## src/rtl/disp_reg_arbiter.sv

```systemverilog
// Round-robin arbiter/sequencer that funnels two requesters' register commands
// onto the shared dispatcher configuration port, with ack timeout and error count.
//
// state | meaning
// IDLE  | port quiet; grants a pending slot (round robin when both pending)
// ISSUE | one transaction held on the port until ack or timeout
module disp_reg_arbiter #(
  parameter int unsigned TIMEOUT_CYCLES = 16,
  parameter logic [31:0] ERROR_DATA     = 32'hDEAD_BEEF
) (
  input  logic        iClock,
  input  logic        iReset,
  input  logic        iReq0Valid,
  input  logic        iReq0Write,
  input  logic [31:0] iReq0Address,
  input  logic [31:0] iReq0WriteData,
  output logic        oReq0Ready,
  output logic        oReq0Done,
  output logic        oReq0Error,
  output logic [31:0] oReq0ReadData,
  input  logic        iReq1Valid,
  input  logic        iReq1Write,
  input  logic [31:0] iReq1Address,
  input  logic [31:0] iReq1WriteData,
  output logic        oReq1Ready,
  output logic        oReq1Done,
  output logic        oReq1Error,
  output logic [31:0] oReq1ReadData,
  output logic [31:0] oWriteAddress,
  output logic [31:0] oWriteData,
  output logic        oWriteValid,
  input  logic        iWriteAck,
  output logic [31:0] oReadAddress,
  output logic        oReadValid,
  input  logic [31:0] iReadData,
  input  logic        iReadAck,
  output logic        oBusy,
  output logic [7:0]  oErrorCount
);

  typedef enum logic {
    IDLE  = 1'b0,
    ISSUE = 1'b1
  } stateT;

  localparam logic [15:0] TIMER_LOAD = 16'(TIMEOUT_CYCLES - 1);

  stateT       state;
  stateT       stateNext;

  logic [1:0]  reqValid;
  logic [1:0]  reqWrite;
  logic [31:0] reqAddress [2];
  logic [31:0] reqData    [2];

  logic [1:0]  pending;
  logic [1:0]  slotWrite;
  logic [31:0] slotAddress [2];
  logic [31:0] slotData    [2];

  logic        grantNow;
  logic        grantSel;
  logic        complete;
  logic        timedOut;
  logic        ackSeen;

  logic        curGrant;
  logic        curWrite;
  logic        lastGrant;
  logic [15:0] timer;

  logic [1:0]  doneReg;
  logic [1:0]  errorReg;
  logic [31:0] readDataReg [2];

  assign reqValid      = {iReq1Valid, iReq0Valid};
  assign reqWrite      = {iReq1Write, iReq0Write};
  assign reqAddress[0] = iReq0Address;
  assign reqAddress[1] = iReq1Address;
  assign reqData[0]    = iReq0WriteData;
  assign reqData[1]    = iReq1WriteData;

  always_comb begin
    stateNext = state;
    grantNow  = 1'b0;
    grantSel  = 1'b0;
    complete  = 1'b0;
    timedOut  = 1'b0;
    // Only the ack matching the issued transaction type is honoured.
    ackSeen   = curWrite ? iWriteAck : iReadAck;
    case (state)
      IDLE: begin
        if (|pending) begin
          grantNow  = 1'b1;
          grantSel  = (&pending) ? ~lastGrant : pending[1];
          stateNext = ISSUE;
        end
      end
      ISSUE: begin
        if (ackSeen) begin
          complete  = 1'b1;
          stateNext = IDLE;
        end else if (timer == '0) begin
          complete  = 1'b1;
          timedOut  = 1'b1;
          stateNext = IDLE;
        end
      end
      default: stateNext = IDLE;
    endcase
  end

  always_ff @(posedge iClock or negedge iReset) begin
    if (!iReset) begin
      state <= IDLE;
    end else begin
      state <= stateNext;
    end
  end

  always_ff @(posedge iClock or negedge iReset) begin
    if (!iReset) begin
      pending        <= '0;
      slotWrite      <= '0;
      slotAddress[0] <= '0;
      slotAddress[1] <= '0;
      slotData[0]    <= '0;
      slotData[1]    <= '0;
      curGrant       <= 1'b0;
      curWrite       <= 1'b0;
      lastGrant      <= 1'b1;
      timer          <= '0;
      oWriteAddress  <= '0;
      oWriteData     <= '0;
      oWriteValid    <= 1'b0;
      oReadAddress   <= '0;
      oReadValid     <= 1'b0;
      doneReg        <= '0;
      errorReg       <= '0;
      readDataReg[0] <= '0;
      readDataReg[1] <= '0;
      oErrorCount    <= '0;
    end else begin
      doneReg  <= '0;
      errorReg <= '0;

      for (int n = 0; n < 2; n++) begin
        if (reqValid[n] && !pending[n]) begin
          pending[n]     <= 1'b1;
          slotWrite[n]   <= reqWrite[n];
          slotAddress[n] <= reqAddress[n];
          slotData[n]    <= reqData[n];
        end
      end

      if (grantNow) begin
        curGrant  <= grantSel;
        lastGrant <= grantSel;
        curWrite  <= slotWrite[grantSel];
        timer     <= TIMER_LOAD;
        if (slotWrite[grantSel]) begin
          oWriteAddress <= slotAddress[grantSel];
          oWriteData    <= slotData[grantSel];
          oWriteValid   <= 1'b1;
        end else begin
          oReadAddress <= slotAddress[grantSel];
          oReadValid   <= 1'b1;
        end
      end else if (state == ISSUE && !complete) begin
        timer <= timer - 16'd1;
      end

      // Completion lands in an IDLE cycle; the other slot may be granted there.
      if (complete) begin
        oWriteValid           <= 1'b0;
        oReadValid            <= 1'b0;
        pending[curGrant]     <= 1'b0;
        doneReg[curGrant]     <= 1'b1;
        errorReg[curGrant]    <= timedOut;
        readDataReg[curGrant] <= timedOut ? ERROR_DATA : (curWrite ? 32'd0 : iReadData);
        if (timedOut && oErrorCount != 8'hFF) begin
          oErrorCount <= oErrorCount + 8'd1;
        end
      end
    end
  end

  assign oReq0Ready    = ~pending[0];
  assign oReq1Ready    = ~pending[1];
  assign oReq0Done     = doneReg[0];
  assign oReq1Done     = doneReg[1];
  assign oReq0Error    = errorReg[0];
  assign oReq1Error    = errorReg[1];
  assign oReq0ReadData = readDataReg[0];
  assign oReq1ReadData = readDataReg[1];
  assign oBusy         = (state == ISSUE);

endmodule
```

## config.mk

```make
export PLATFORM = sky130hd
export DESIGN_NAME = disp_reg_arbiter
export DESIGN_NICKNAME = d
export VERILOG_FILES = /design/src/rtl/disp_reg_arbiter.sv
export SDC_FILE = /design/constraint.sdc
export NUM_CORES = 1
export LEC_CHECK = 0
export BUFFER_PORTS_ARGS = -buffer_cell sky130_fd_sc_hd__buf_2
export CAP_MARGIN = 40
export CORE_ASPECT_RATIO = 0.5
export CORE_MARGIN = 4
export CORE_UTILIZATION = 40
export DETAILED_ROUTE_END_ITERATION = 10
export PLACE_DENSITY = 0.73
export REMOVE_ABC_BUFFERS = 1
export SLEW_MARGIN = 10
export SYNTH_ARGS = -nofsm -noshare
export SYNTH_HDL_FRONTEND = slang
export SYNTH_SLANG_ARGS = --single-unit
```

## constraint.sdc

```tcl
create_clock -name iClock -period 3 [get_ports iClock]
set_clock_uncertainty 0.1 [all_clocks]
set_input_delay 0.45 -clock iClock [delete_from_list [all_inputs] [get_ports iClock]]
set_output_delay 0.45 -clock iClock [all_outputs]
set_load 0.01 [all_outputs]
```

==> metrics, run 1 <==
status=completed; critical path, cell by cell=inv_1 > ha_1 > nor3b_2 > nand4_4 > nand2_2 > nand3_2 > clkinv_2 > a2bb2oi_1; GRT Resource Usage Total=19.46%; Post-CTS Resized=0; fin. max-slew vios=0; CP endpoint kind=flop; Clock Power Share=19.9%; Int Power=11.78 mW; final hold slack=0.02806 ns; Finished Core Util=52.80%; Post-CTS Setup Bufs=0; part of the Yosys area used for sequential elements=62.82%; register area=8159 µm²; Finished Layout Cells=1851; Synth cell types=50; Post-synth EDFFs=0; First-pass DRT Iterations=4; Worst VDD drop=0.0007691 V; clock-pin slew on the worst setup and hold paths=0.06 ns; Critical path destination=oReq1ReadData[27]; Clock Tree Buf Depth=3; DR iter-0 viols=474; fin crit period=2.518 ns; Layout area overhead=29.39%; wire per inst=19.33 µm; Pleak=8.153 nW; CTS Buf Count=30; Setup CP Type=reg -> reg; worst stage delay on the critical path=0.41 ns; final period utilization=83.95%; wirelength, routed=35.78 mm; slew margin rel.=53.12%; CTS tree=built; placed cell areas=15310 µm²; Post-Synthesis Cell Area=12990 µm²; placed cells=1738; final hold vios=0; sequential share of power=41.4%; Core Footprint=31830 µm²; Clk Latency, worst-skew pair=0.56 ns; GPL Wtd Cong=0.8375; Worst Path Max Fanout=26; Worst R2R Path Depth=8; Crit-path slowest cell=dfrtp_1; critical path data arrival time=2.90 ns; fill count=2698; sw frac=36.01%; Worst Max-Slew Pin Slew=0.7024 ns; first-pass GRT wire length=56.39 mm; total power=18.41 mW; root buf cell=clkbuf_16; die footprint=35590 µm²; prevailing post-synth register cell=dfrtp_1; Die H=135.4 µm; reg2reg end=oReq1ReadData[27]; r2r setup slk=0.48 ns; Vias/cell=5.170; Final ANT Viol Nets=0; largest net degree at the start of global routing=109; Final WS setup=0.4816 ns; Nets=1565; placement row count=46; Critical Path RT=3.38 ns; number of synthesized register bits=326; Overflow after GRT=0; RSZ-0062 raised after global routing=no; antenna violations before repair=6; cell family with most CP delay=simple AND/OR/NAND/NOR gates; CTS sink count=326; vias in the first global route=10270; pre-CTS WS=0.5080 ns; top cell type by total area after synthesis=dfrtp_1; largest cells by area after synthesis=dfrtp_1 63%, mux2_2 11%, mux2i_1 4.9%, a2bb2oi_1 3.2%, o21ai_0 2.7%; die width=262.8 µm; Avg Cell Area, Syn=13.00 µm²; worst r2r src=timer[0]; Worst Path Buf+Inv=2; Peak Freq=397.1 MHz; H-tree depth=1; Syn Inst Count=999; Detail Placement HPWL=24.92 mm; power per cell area=1095 nW/µm²; Multi-input gate area=4556 µm²; fraction of layout cells with a size suffix above 1=39.56%; Vias=9570; Psw=6.628 mW; Critical Path Source Type=flop; # Max-Cap Violations=0; WP depth=8; Async SR Flop Fraction=100.0%; hold buffers post-CTS=56; Yosys Warn Count=0; I/O pins=345; Hold Path Class=in -> reg; worst setup path startpoint=timer[0]; combinational share of power=38.7%; Post-Layout Inst Area=16800 µm²; DRC violations left=0; Synth top area share=62.62%; Port Buf Inserts=344; Finish-stage setup viols=0; TNS Setup=0 ns; initial core utilization=40.81%
## logic make-up after synthesis
kind of cell	Yosys count	synth area share (%)
buf+inv	68	2.476
xor+xnor	14	0.9441
compound gates	180	8.940
mux	196	16.40
flops	326	62.82
fa+ha+maj	3	0.2890
simple gates	212	8.131
## power by group through the flow
stage               Sequential [mW]  Combinational (mW)  Clock, mW
floorplan                      7.95                3.99          0
CTS                            7.61                7.20       3.76
global placement               7.55                6.80          0
finish                         7.62                7.12       3.66
detailed placement             7.65                7.13          0
global route                   7.85                7.76       3.94
## routing by layer
metal | global-route usage (%) | wire length (µm) | vias up
met5 | 0 | 0 | -
met4 | 9.161 | 1775 | 0
met3 | 2.595 | 1096 | 116
met2 | 35.53 | 18840 | 231
met1 | 23.17 | 14070 | 4897
li1 | - | - | 4326
## final cells by class
cell class                 instances  area share, %
multi-input combinational        605          27.11
inverter                           9         0.2234
antenna                            6        0.08935
clock buffer                      45          5.108
clock inverter                     6         0.3425
tap                              432          3.216
sequential                       326          48.55
timing repair buffer             422          15.36
## how the worst min path moves through the flow
| stage | from | end | slack [ns] | cells past startpoint |
|---|---|---|---|---|
| 2_1_floorplan | iReset | curGrant | 0.05 | 0 |
| 3_3_place_gp | oWriteAddress[1] | oWriteAddress[1] | 0.36 | 2 |
| 3_5_place_dp | lastGrant | lastGrant | 0.36 | 2 |
| 4_1_cts | iReq0Address[9] | slotAddress[41] | 0.0002 | 2 |
| 5_1_grt | iReq0Address[9] | slotAddress[41] | 0.001 | 2 |
| 6_report | iReq0WriteData[30] | slotData[62] | 0.03 | 2 |
## cell usage in the layout (no fill, tap or decap), types with 3 or more instances in the layout
| cell type | Yosys | layout |
|---|---|---|
| inv_1 | 7 | 7 |
| buf_2 | 11 | 343 |
| a2bb2oi_1 | 47 | 47 |
| nand2b_1 | 28 | 28 |
| nor4_1 | 3 | 3 |
| xor2_1 | 9 | 9 |
| a22o_1 | 16 | 16 |
| clkbuf_16 | 0 | 31 |
| nand3_1 | 9 | 8 |
| a31oi_1 | 3 | 3 |
| clkbuf_8 | 0 | 3 |
| o21ai_0 | 70 | 70 |
| clkinv_2 | 1 | 5 |
| a21oi_1 | 38 | 38 |
| dfrtp_1 | 325 | 325 |
| nor3_1 | 5 | 4 |
| dlygate4sd3_1 | 0 | 56 |
| buf_4 | 1 | 11 |
| nor2_1 | 56 | 54 |
| ha_1 | 3 | 3 |
| or4_1 | 3 | 3 |
| diode_2 | 0 | 6 |
| xnor2_1 | 5 | 5 |
| mux2_2 | 131 | 131 |
| buf_12 | 0 | 9 |
| mux2i_1 | 64 | 64 |
| clkbuf_1 | 29 | 11 |
| and3_1 | 3 | 3 |
| nand2_1 | 79 | 79 |
| nand4_1 | 7 | 7 |
## flip-flops by register name, indices dropped and copies added, names as in the netlist, 2 cells and up
signal and flops:
slotWrite 2, doneReg 2, oReq1ReadData 32, pending 2, slotData 64, oReadAddress 32, oWriteData 32, oErrorCount 8
errorReg 2, oReq0ReadData 32, timer 16, oWriteAddress 32, slotAddress 64
## cells in the mapped netlist (5+ instances only)
master     instances
buf_1             12
clkbuf_1          29
nand2_1           79
o21ai_0           70
xor2_1             9
a21oi_1           38
mux2i_1           64
buf_2             11
dfrtp_1          325
nor2_1            56
nor3_1             5
nand4_1            7
inv_1              7
buf_6              6
a22o_1            16
xnor2_1            5
nand2b_1          28
a2bb2oi_1         47
nand3_1            9
mux2_2           131
Power figures use the tool's default switching activity.
==> run 2: changes to the inputs <==
==> constraint.sdc (replaced) <==
create_clock -name iClock -period 2.5 [get_ports iClock]
set_clock_uncertainty 0.1 [all_clocks]
set_input_delay 0.375 -clock iClock [delete_from_list [all_inputs] [get_ports iClock]]
set_output_delay 0.375 -clock iClock [all_outputs]
set_load 0.01 [all_outputs]
==> run 2 against run 1 <==
Non-clock buffer count grew 108. Fmax grew 10%. Final cell count rose by 6.1%. Critical path depth did not move. Largest power group unchanged. Clock power grew 33%. Sequential cell count stayed put. Core utilization increased by 3.9 points. Final area rose by 7.4%. Wire length grew 7.3%. Clock-buffer cell count shrank 3.
==> metrics, run 2 (same netlist as run 1, synthesis figures left out) <==
status=completed; Die H=135.4 µm; RSZ-0062 raised after global routing=no; final period utilization=91.59%; r2r setup slk=0.21 ns; commonest non-fill, non-tap cell in the layout=buf_2; Critical Path Source Type=flop; CTS tree=built; final hold slack=0.04691 ns; critical path data arrival time=2.66 ns; wirelength, routed=38.38 mm; CTS Buf Count=30; # Max-Cap Violations=0; largest net degree at the start of global routing=93; worst r2r src=timer[0]; Finish-stage setup viols=0; Vias=10160; Critical Path RT=2.87 ns; Multi-input gate area=4562 µm²; I/O pins=345; Pleak=8.691 nW; Final WS setup=0.2102 ns; Final ANT Viol Nets=0; Crit-path slowest cell=dfrtp_1; antenna violations before repair=3; Nets=1673; Peak Freq=436.7 MHz; hold depth=3; Worst Path Max Fanout=26; commonest non-fill, non-tap cells in the layout=343 x buf_2, 325 x dfrtp_1, 162 x dlygate4sd3_1; H-tree depth=1; CP endpoint kind=flop; pre-CTS WS=0.1450 ns; Hold Path End=oReq1ReadData[12]; critical path, cell by cell=inv_1 > ha_1 > nor3b_4 > nand4_4 > nand2_2 > nand3_2 > clkinv_2 > a2bb2oi_1; die width=262.8 µm; Clk Latency, worst-skew pair=0.56 ns; vias in the first global route=11330; Overflow after GRT=0; GPL Wtd Cong=0.8089; first-pass GRT wire length=61.00 mm; Worst Max-Slew Pin Slew=0.6218 ns; Setup CP Type=reg -> reg; wire per inst=19.55 µm; Hold Path Class=in -> reg; DR iter-0 viols=510; fill count=2470; fin. max-slew vios=0; worst stage delay on the critical path=0.41 ns; Layout area overhead=38.91%; Worst VDD drop=0.001014 V; clock-pin slew on the worst setup and hold paths=0.07 ns; Port Buf Inserts=344; total power=22.96 mW; GRT Resource Usage Total=21.06%; register area=8159 µm²; DRC violations left=0; placement row count=46; cell family with most CP delay=simple AND/OR/NAND/NOR gates; Core Footprint=31830 µm²; root buf cell=clkbuf_16; Vias/cell=5.176; Clock Tree Buf Depth=3; reg2reg end=oReq1ReadData[11]; slew margin rel.=58.54%; fraction of layout cells with a size suffix above 1=37.61%; top flop regs=slotAddress (64), slotData (64); Detail Placement HPWL=24.68 mm; CTS sink count=326; fin crit period=2.290 ns; Worst Path Buf+Inv=2; First-pass DRT Iterations=7; Worst R2R Path Depth=8; die footprint=35590 µm²; initial core utilization=40.81%; power per cell area=1273 nW/µm²; final hold vios=0; Hold Startpoint=iReadData[12]
[run 2: metal layers]
layer,vias to the layer above,track usage (%),part of all wire (%)
met5,-,0,0
met4,0,10.99,5.7
met3,145,3.266,3.1
met2,300,38.70,53
met1,5174,24.15,38
li1,4542,-,-
[run 2: worst max-delay path by stage]
stage	from	end	slack, ns	cells after the start
2_1_floorplan	oBusy	oWriteAddress[17]	-2.72	4
3_3_place_gp	timer[0]	oErrorCount[1]	0.30	7
3_5_place_dp	timer[0]	oReq1ReadData[11]	0.14	8
4_1_cts	timer[0]	oReq1ReadData[11]	0.13	8
5_1_grt	timer[0]	oErrorCount[1]	0.05	7
6_report	timer[0]	oReq1ReadData[11]	0.21	8
[run 2: repair_timing]
item | CTS | global route
setup endpoints to repair | 0 | 13
hold buffers | 162 | 0
buffers inserted | 0 | 0
hold endpoints to repair | 258 | 0
resized for setup | 0 | 1
[run 2: layout make-up]
type	count	share of cell area, %
Antenna cell	5	0.06935
Clock buffer	42	4.973
Clock inverter	14	0.8808
Inverter	9	0.2081
Multi-Input combinational cell	605	25.29
Sequential cell	326	45.22
Tap cell	432	2.996
Timing Repair Buffer	530	20.36
[run 2: worst reg2reg max path, delay by kind of cell, from the launching register on]
kind,cells,cell delay (ns)
and+or+nand+nor,4,0.85
DFF,1,0.41
AOI/OAI and AO/OA,1,0.22
buffers and inverters,2,0.45
adders and majority gates,1,0.17
[run 2: through the flow]
step	instances	setup TNS [ns]	cell area (µm²)	utilization (%)
6_report	1963	0	18040	56.68
2_1_floorplan	940	-449.63	12700	-
3_5_place_dp	1740	0	15340	48.21
5_1_grt	1961	0	18040	56.67
4_1_cts	1958	0	18020	56.62
3_3_place_gp	1738	0	15310	48.12
[run 2: report_power, final]
part	switching (mW)	total (mW)	internal, mW
Combinational	4.83	8.90	4.08
Sequential	1.43	9.19	7.76
Clock	2.05	4.87	2.82
Total	8.31	23.0	14.7
